`src/rtl/key_input_pkg.sv`:
```
// Shared constants for the key-pad front end: register window offsets and counter sizing.
package key_input_pkg;

  localparam int MAX_KEYS = 16;

  localparam logic [23:0] OFS_STATE_L = 24'd0;
  localparam logic [23:0] OFS_STATE_H = 24'd1;
  localparam logic [23:0] OFS_PRESS_L = 24'd2;
  localparam logic [23:0] OFS_PRESS_H = 24'd3;
  localparam logic [23:0] OFS_REL_L   = 24'd4;
  localparam logic [23:0] OFS_REL_H   = 24'd5;

  function automatic int cnt_width(input int ticks);
    return $clog2(ticks + 1);
  endfunction

endpackage

```
`src/rtl/key_debouncer.sv`:
```
// One key: two-flop synchroniser, clk_ce-paced debounce counter and committed level,
// plus one-interval rise/fall markers for the commit that just happened.
module key_debouncer
  import key_input_pkg::*;
#(
  parameter int DEBOUNCE_TICKS = 4
) (
  input  logic clk,
  input  logic reset,
  input  logic clk_ce,
  input  logic raw,
  output logic stable,
  output logic rise,
  output logic fall
);

  localparam int CW = cnt_width(DEBOUNCE_TICKS);
  localparam logic [CW-1:0] CNT_LAST = CW'(DEBOUNCE_TICKS - 1);

  logic [1:0]    sync_ff;
  logic [CW-1:0] cnt;
  logic          synced;

  assign synced = sync_ff[1];

  always_ff @(posedge clk or posedge reset) begin
    if (reset) sync_ff <= '0;
    else       sync_ff <= {sync_ff[0], raw};
  end

  // rise/fall hold for the whole ce interval following the commit
  always_ff @(posedge clk or posedge reset) begin
    if (reset) begin
      cnt    <= '0;
      stable <= 1'b0;
      rise   <= 1'b0;
      fall   <= 1'b0;
    end else if (clk_ce) begin
      rise <= 1'b0;
      fall <= 1'b0;
      if (synced == stable) begin
        cnt <= '0;
      end else if (cnt == CNT_LAST) begin
        stable <= synced;
        cnt    <= '0;
        rise   <= synced;
        fall   <= ~synced;
      end else begin
        cnt <= cnt + CW'(1);
      end
    end
  end

endmodule

```
`src/rtl/key_input_debounced.sv`:
```
// Key-pad front end: per-key debouncers, press/release IRQ enables on the CPU bus,
// IRQ pulse register and the active-low state read window at BASE_ADDR.
module key_input_debounced
  import key_input_pkg::*;
#(
  parameter int          NUM_KEYS       = 9,
  parameter int          DEBOUNCE_TICKS = 4,
  parameter logic [23:0] BASE_ADDR      = 24'h2052
) (
  input  logic                clk,
  input  logic                reset,
  input  logic                clk_ce,
  input  logic [NUM_KEYS-1:0] keys_active,
  input  logic [23:0]         bus_address_in,
  input  logic [7:0]          bus_data_in,
  input  logic                bus_write,
  output logic [7:0]          bus_data_out,
  output logic [NUM_KEYS-1:0] key_irqs
);

  localparam logic [MAX_KEYS-1:0] KEY_MASK = MAX_KEYS'((32'h1 << NUM_KEYS) - 1);

  logic [NUM_KEYS-1:0] stable_vec;
  logic [NUM_KEYS-1:0] rise_vec;
  logic [NUM_KEYS-1:0] fall_vec;
  logic [MAX_KEYS-1:0] stable_ext;
  logic [MAX_KEYS-1:0] state_rd;
  logic [MAX_KEYS-1:0] press_en;
  logic [MAX_KEYS-1:0] rel_en;

  for (genvar i = 0; i < NUM_KEYS; i++) begin : g_key
    key_debouncer #(
      .DEBOUNCE_TICKS(DEBOUNCE_TICKS)
    ) u_deb (
      .clk    (clk),
      .reset  (reset),
      .clk_ce (clk_ce),
      .raw    (keys_active[i]),
      .stable (stable_vec[i]),
      .rise   (rise_vec[i]),
      .fall   (fall_vec[i])
    );
  end

  function automatic logic hit(input logic [23:0] addr, input logic [23:0] ofs);
    return addr == BASE_ADDR + ofs;
  endfunction

  always_ff @(posedge clk or posedge reset) begin
    if (reset) begin
      press_en <= KEY_MASK;
      rel_en   <= '0;
    end else if (bus_write) begin
      if (hit(bus_address_in, OFS_PRESS_L)) press_en[7:0]  <= bus_data_in & KEY_MASK[7:0];
      if (hit(bus_address_in, OFS_PRESS_H)) press_en[15:8] <= bus_data_in & KEY_MASK[15:8];
      if (hit(bus_address_in, OFS_REL_L))   rel_en[7:0]    <= bus_data_in & KEY_MASK[7:0];
      if (hit(bus_address_in, OFS_REL_H))   rel_en[15:8]   <= bus_data_in & KEY_MASK[15:8];
    end
  end

  always_ff @(posedge clk or posedge reset) begin
    if (reset)       key_irqs <= '0;
    else if (clk_ce) key_irqs <= (rise_vec & press_en[NUM_KEYS-1:0])
                               | (fall_vec & rel_en[NUM_KEYS-1:0]);
  end

  always_comb begin
    stable_ext = '0;
    stable_ext[NUM_KEYS-1:0] = stable_vec;
    state_rd = reset ? '1 : ~stable_ext;
  end

  always_comb begin
    bus_data_out = '0;
    if      (hit(bus_address_in, OFS_STATE_L)) bus_data_out = state_rd[7:0];
    else if (hit(bus_address_in, OFS_STATE_H)) bus_data_out = state_rd[15:8];
    else if (hit(bus_address_in, OFS_PRESS_L)) bus_data_out = press_en[7:0];
    else if (hit(bus_address_in, OFS_PRESS_H)) bus_data_out = press_en[15:8];
    else if (hit(bus_address_in, OFS_REL_L))   bus_data_out = rel_en[7:0];
    else if (hit(bus_address_in, OFS_REL_H))   bus_data_out = rel_en[15:8];
  end

endmodule

```
`config.mk`:
```
export PLATFORM = sky130hd
export DESIGN_NAME = key_input_debounced
export DESIGN_NICKNAME = d
export VERILOG_FILES = /design/src/rtl/key_input_pkg.sv /design/src/rtl/key_debouncer.sv /design/src/rtl/key_input_debounced.sv
export SDC_FILE = /design/constraint.sdc
export NUM_CORES = 1
export LEC_CHECK = 0
export ABC_AREA = 0
export ABC_CLOCK_PERIOD_IN_PS = 6200
export BUFFER_PORTS_ARGS = -buffer_cell sky130_fd_sc_hd__buf_4
export CORE_ASPECT_RATIO = 1.75
export CORE_MARGIN = 2
export CORE_UTILIZATION = 40
export CTS_CLUSTER_SIZE = 30
export DETAILED_ROUTE_END_ITERATION = 8
export PLACE_DENSITY_LB_ADDON = 0.1
export SYNTH_ARGS = -nofsm -noshare
export SYNTH_HDL_FRONTEND = slang
export SYNTH_SLANG_ARGS = --single-unit
```
`constraint.sdc`:
```
create_clock -name clk -period 6.2 [get_ports clk]
set_input_delay 0 -clock clk [delete_from_list [all_inputs] [get_ports clk]]
set_output_delay 0 -clock clk [all_outputs]
set_load 0.02 [all_outputs]
```
==> run metrics, run 1 <==
status=finished, final reports clean; XOR/XNOR Fraction of Synth Area=1.79%; gpl congestion=0.805; Worst Tran Pin Value=1.09 ns; Routed WL=8.27 mm; top-level I/O count=62; post_cts resized=0; Layout area overhead=23.8%; Mapped Cells=382; worst skew pair latency=0.34 ns; site row count=50; Hold Vio Cnt, Final=0; worst hold path type=input pin to flip-flop; ANT cells=0; CP startpoint kind=flip-flop; Critical Path End Type=output pin; TritonRoute pass-1 iters=4; post-route ant nets=0; largest family of logic cells by synthesized area=simple AND/OR/NAND/NOR gates; clk_skew=0.00778 ns; Ys Warns=0; post-synthesis sequential area ratio=56.6%; CTS tree=yes; Final setup violation count=0; post-route cell area=5440 um^2; layout cell share with drive strength beyond 1=28.7%; crit path time final=1.63 ns; slew margin rel.=27.0%; syn avg cell area=11.5 um^2; post-synthesis mux area share=9.94%; adder-cell share of the synthesized area=2.56%; Net Count, Synth=436; CTS Root Cell=clkbuf_16; Chip Width=83.2 um; CTS buffer count=9; Sum Neg Setup Slack=0 ns; Die Y=143 um; global-route wire length before repair=14.2 mm; WHS=0.115 ns; routed vias=3003; RSZ-0062 raised after global routing=false; NumNets Final=513; PD cells=310 nW/um^2; Syn Std Cell Area=4390 um^2; r2r endpoint=g_key[5].u_deb.cnt[0]$_DFFE_PP0P_; VDD IR max=0.000165 V; GR Overflow Total=0; CTS Buffer Depth=2; synthesis-stage register bit count=99; initial core utilization=41.1%; Compound-Gate Fraction of Synth Area=10.4%; CP Max Fanout=3; number of global-route vias before repair=2900; Total GRT Usage=14.9%; Clock Pin Slew Worst Setup and Hold Paths=0.07 ns; Post-Place Cell Area=4970 um^2; TritonCTS Sinks=99; die footprint=11900 um^2; standby leakage power=2.44 nW; Reg-to-Reg Start=g_key[5].u_deb.cnt[0]$_DFFE_PP0P_; worst setup path endpoint=bus_data_out[7]; Worst EP arrival=1.63 ns; critical path type=flip-flop to output pin; Max Slew Vio Count=0; largest net degree at the start of global routing=100; Routed WL per cell=13.9 um; port bufs=61; Core ar.=10700 um^2; crit path from=press_en[7]$_DFFE_PP1P_; reg2reg setup slack=4.83 ns; Yosys cell types=35; initial antenna violation count=0; Fmax achieved=615 MHz; htree depth=3; drc violations=0; Post-Synth Simple-Gate Area=14.8%; FF-to-FF path depth=5; Worst Path Required=6.20 ns; period utilization=26.2%; vias per std cell=5.06; Max-Cap Viols=0; hpwl dp=5.74 mm; initial drt markers=122
[flip-flops by register name, indices dropped and copies added (netlist names)]
signal,flops
press_en,9
g_key.u_deb.cnt,27
key_irqs,9
g_key.u_deb.rise,9
rel_en,9
g_key.u_deb.stable,9
g_key.u_deb.sync_ff,18
g_key.u_deb.fall,9
[worst min-delay path by stage]
| stage | end | slack [ns] | startpoint | cells after the start |
|---|---|---|---|---|
| 3_3_place_gp | g_key[7].u_deb.cnt[0]$_DFFE_PP0P_ | -0.06 | reset | 2 |
| 2_1_floorplan | g_key[0].u_deb.sync_ff[0]$_DFF_PP0_ | 0.03 | keys_active[0] | 0 |
| 6_report | press_en[8]$_DFFE_PP1P_ | 0.11 | bus_address_in[1] | 3 |
| 3_5_place_dp | key_irqs[7]$_DFFE_PP0P_ | -0.06 | reset | 2 |
| 4_1_cts | press_en[8]$_DFFE_PP1P_ | 0.1 | bus_address_in[1] | 3 |
| 5_1_grt | press_en[8]$_DFFE_PP1P_ | 0.13 | bus_address_in[1] | 3 |
[per-layer routing]
layer  global-route usage, %  share of wire [%]
met5                       0                  0
met4                    5.95                1.7
met3                    3.12                4.9
met2                    22.8                 46
met1                    20.6                 47
[kinds of logic after synthesis]
logic type      Yosys count
simple gates            103
flops                    99
compound gates           78
buf+inv                  45
mux                      39
xor+xnor                  9
fa+ha+maj                 9
[cells in the mapped netlist]
library cell / n / area, um^2
dfrtp_1: 90 / 2250
mux2_2: 36 / 405
inv_1: 30 / 113
o21ai_0: 24 / 120
a21oi_1: 23 / 115
nand2_1: 21 / 78.8
nand4b_1: 19 / 166
nor2_1: 15 / 56.3
nand2b_1: 14 / 87.6
a22oi_1: 9 / 67.6
dfstp_2: 9 / 236
ha_1: 9 / 113
nor2b_1: 9 / 56.3
o22ai_1: 9 / 56.3
a211oi_1: 8 / 60.1
clkbuf_1: 8 / 30.0
and2_1: 5 / 31.3
buf_1: 5 / 18.8
nor3_1: 5 / 25.0
xnor2_1: 5 / 43.8
a21boi_0: 4 / 30.0
nor4_1: 4 / 25.0
xor2_1: 4 / 35.0
buf_2: 2 / 10.0
mux2i_1: 2 / 20.0
nor3_4: 2 / 32.5
nor4bb_1: 2 / 20.0
or2_2: 2 / 12.5
mux2_1: 1 / 11.3
nand3_1: 1 / 5.00
nand4_2: 1 / 12.5
nor3b_2: 1 / 12.5
nor4_2: 1 / 12.5
nor4b_2: 1 / 15.0
o31ai_1: 1 / 7.51
[worst max-delay path, cell delays in order, from the launching register on]
cell and delay [ns]:
dfstp_2 0.55, nor4bb_1 0.26, a21oi_1 0.06, a211oi_1 0.23, buf_4 0.18
[repair_timing]
item | CTS | global route
hold endpoints to repair | 39 | 0
setup buffers | 0 | 0
hold buffers | 18 | 0
[through the flow]
stage / utilization [%] / power [mW] / instances / setup slack (ns)
final: 50.9 / 1.69 / 594 / 4.57
after global placement: 46.5 / 1.15 / 560 / 4.46
after CTS: 50.9 / 1.72 / 594 / 4.55
after floorplan: - / 1.07 / 382 / 3.62
after global routing: 50.9 / 1.80 / 594 / 4.47
after detailed placement: 46.5 / 1.17 / 560 / 4.43
[power breakdown]
group	total [mW]	switching [mW]	internal [mW]
Sequential	0.827	0.0851	0.742
Clock	0.527	0.242	0.286
Combinational	0.333	0.153	0.180
Total	1.69	0.480	1.21
[cell type report]
cell class	count	area (um^2)
fillers	977	5260
flip-flops and latches	99	2490
multi-input cells	238	1730
repair buffers	81	653
clock buffers	10	239
well taps	130	163
inverters	30	115
clock inverters	6	48.8
[placed cells by master (no fill, tap or decap), drive strengths merged, types with 5 or more instances in the layout]
cell type / instances
nor4: 5
nand4b: 19
nand2b: 14
nor2: 15
a22oi: 9
dfrtp: 90
nor3: 7
ha: 9
xnor2: 5
inv: 31
a211oi: 8
nor2b: 9
and2: 5
o21ai: 24
buf: 63
dlygate4sd3: 18
nand2: 21
clkbuf: 10
mux2: 37
dfstp: 9
o22ai: 9
a21oi: 23
Note: power is estimated with default switching activity, not from simulation.
==> run 2, diff against run 1 <==
Settings changed: ABC_CLOCK_PERIOD_IN_PS 6200 to 1330.
Clock period 6.2 ns to 1.33 ns, I/O delays scaled along.
==> run 2 against run 1 <==
Effect of this change: the run now ends with setup timing left; non-clock buffer count rose by 39; die area did not move; design area rose by 12%; routed wire length is 13% higher; combinational power rose to 6.2 times the previous value; global-route usage rose by 0.95 points; first-iteration DRC count rose by 67%; sequential share of layout area fell by 4.8 points; highest routed layer unchanged.
==> run metrics, run 2 (same netlist as run 1, synthesis figures left out) <==
routed vias=3262; gpl congestion=0.727; Core ar.=10700 um^2; global-route wire length before repair=15.1 mm; Worst Tran Pin Value=0.375 ns; dpl ws=-0.205 ns; initial drt markers=204; number of global-route vias before repair=3167; die footprint=11900 um^2; TritonCTS Sinks=99; GR Overflow Total=0; Worst Path Required=1.33 ns; TritonRoute pass-1 iters=4; hpwl dp=6.38 mm; status=finished with violations; clk_skew=0.00739 ns; top-level I/O count=62; most common cell after layout, fill and taps aside=buf_4; htree depth=3; Final setup violation count=2; CTS buffer count=9; Clock Pin Slew Worst Setup and Hold Paths=0.06 ns; CTS tree=yes; Most flops, register=g_key.u_deb.cnt; failing checks=setup timing; largest net degree at the start of global routing=58; port bufs=61; layout cell share with drive strength beyond 1=42.0%; vias per std cell=5.16; critical path type=flip-flop to output pin; drc violations=0; CTS Buffer Depth=2; post-route ant nets=0; final core utilization=56.8%; largest registers=g_key.u_deb.cnt: 27 flops, g_key.u_deb.sync_ff: 18 flops; Final WS setup=-0.158 ns; standby leakage power=2.69 nW; Routed WL=9.36 mm; total power=8.50 mW; reg2reg setup slack=0.04 ns; worst skew pair latency=0.34 ns; RSZ-0062 raised after global routing=true; Max Slew Vio Count=0; VDD IR max=0.000827 V; initial antenna violation count=0; max reg flops=27; CTS Root Cell=clkbuf_16; commonest non-fill, non-tap cells in the layout=97 x buf_4, 90 x dfrtp_1, 29 x inv_1; Critical Path End Type=output pin; Hold Vio Cnt, Final=0; PD cells=1400 nW/um^2; worst hold path type=input pin to flip-flop; Chip Width=83.2 um; Fmax achieved=672 MHz; period utilization=112%; CP startpoint kind=flip-flop; Worst EP arrival=1.49 ns; Die Y=143 um; initial core utilization=41.1%; Max-Cap Viols=0; CP Max Fanout=2; NumNets Final=552; ANT cells=0; Routed WL per cell=14.8 um; site row count=50; Total GRT Usage=15.8%; crit path time final=1.49 ns; slew margin rel.=74.9%; Layout area overhead=38.2%
-- run 2: what timing repair did --
| item | in CTS | in global routing |
|---|---|---|
| hold buffers | 18 | 0 |
| endpoints found under the hold margin | 66 | 0 |
| gates resized for setup | 9 | 41 |
| pin swaps | 12 | 12 |
| setup endpoints to repair | 12 | 23 |
| buffers inserted | 16 | 6 |
-- run 2: per-stage QoR --
stage | hold WS, ns | cell area, um^2 | std cells | setup TNS [ns]
floorplan | 0.0314 | 4470 | 382 | -1.52
global placement | 0.0187 | 5230 | 577 | -3.38
detailed placement | 0.0271 | 5230 | 577 | -4.56
CTS | 0.0384 | 5850 | 626 | -0.345
global route | 0.0614 | 6070 | 632 | -0.574
finish | 0.0522 | 6070 | 632 | -0.220
-- run 2: worst max-delay path, cell delays in order (launching register included) --
cell      delay (ns)
dfstp_2         0.53
nor4bb_4        0.20
a21oi_2         0.07
a211oi_2        0.20
buf_4           0.17
-- run 2: final timing paths --
path / startpoint / endpoint / cells after the start
setup / recovery: press_en[7]$_DFFE_PP1P_ / bus_data_out[7] / 4
hold / removal: clk_ce / g_key[0].u_deb.cnt[1]$_DFFE_PP0P_ / 3
setup reg to reg: g_key[6].u_deb.cnt[0]$_DFFE_PP0P_ / g_key[6].u_deb.cnt[0]$_DFFE_PP0P_ / 5
hold reg to reg: g_key[0].u_deb.sync_ff[0]$_DFF_PP0_ / g_key[0].u_deb.sync_ff[1]$_DFF_PP0_ / 0
max in group asynchronous: reset / press_en[3]$_DFFE_PP1P_ / 4
min in group asynchronous: reset / g_key[4].u_deb.cnt[2]$_DFFE_PP0P_ / 3
-- run 2: final cells by class --
cell class / count / area, um^2
clock inverter: 5 / 62.6
clock buffer: 10 / 229
inverter: 30 / 116
fill: 934 / 4620
timing repair buffer: 120 / 1010
sequential: 99 / 2490
multi-input combinational: 238 / 2010
tap: 130 / 163
-- run 2: power by group --
| group | switching [mW] | total (mW) | internal [mW] |
|---|---|---|---|
| Sequential | 0.393 | 3.85 | 3.46 |
| Clock | 1.11 | 2.57 | 1.46 |
| Combinational | 0.905 | 2.08 | 1.17 |
| Total | 2.41 | 8.50 | 6.09 |
-- run 2: routing by layer --
| layer | track usage (%) | routed length (um) | share of wire [%] |
|---|---|---|---|
| met1 | 20.5 | 4120 | 44 |
| met2 | 26.3 | 4660 | 50 |
| met3 | 3.12 | 400 | 4.3 |
| met4 | 5.95 | 183 | 2.0 |
| met5 | 0 | 0 | 0 |
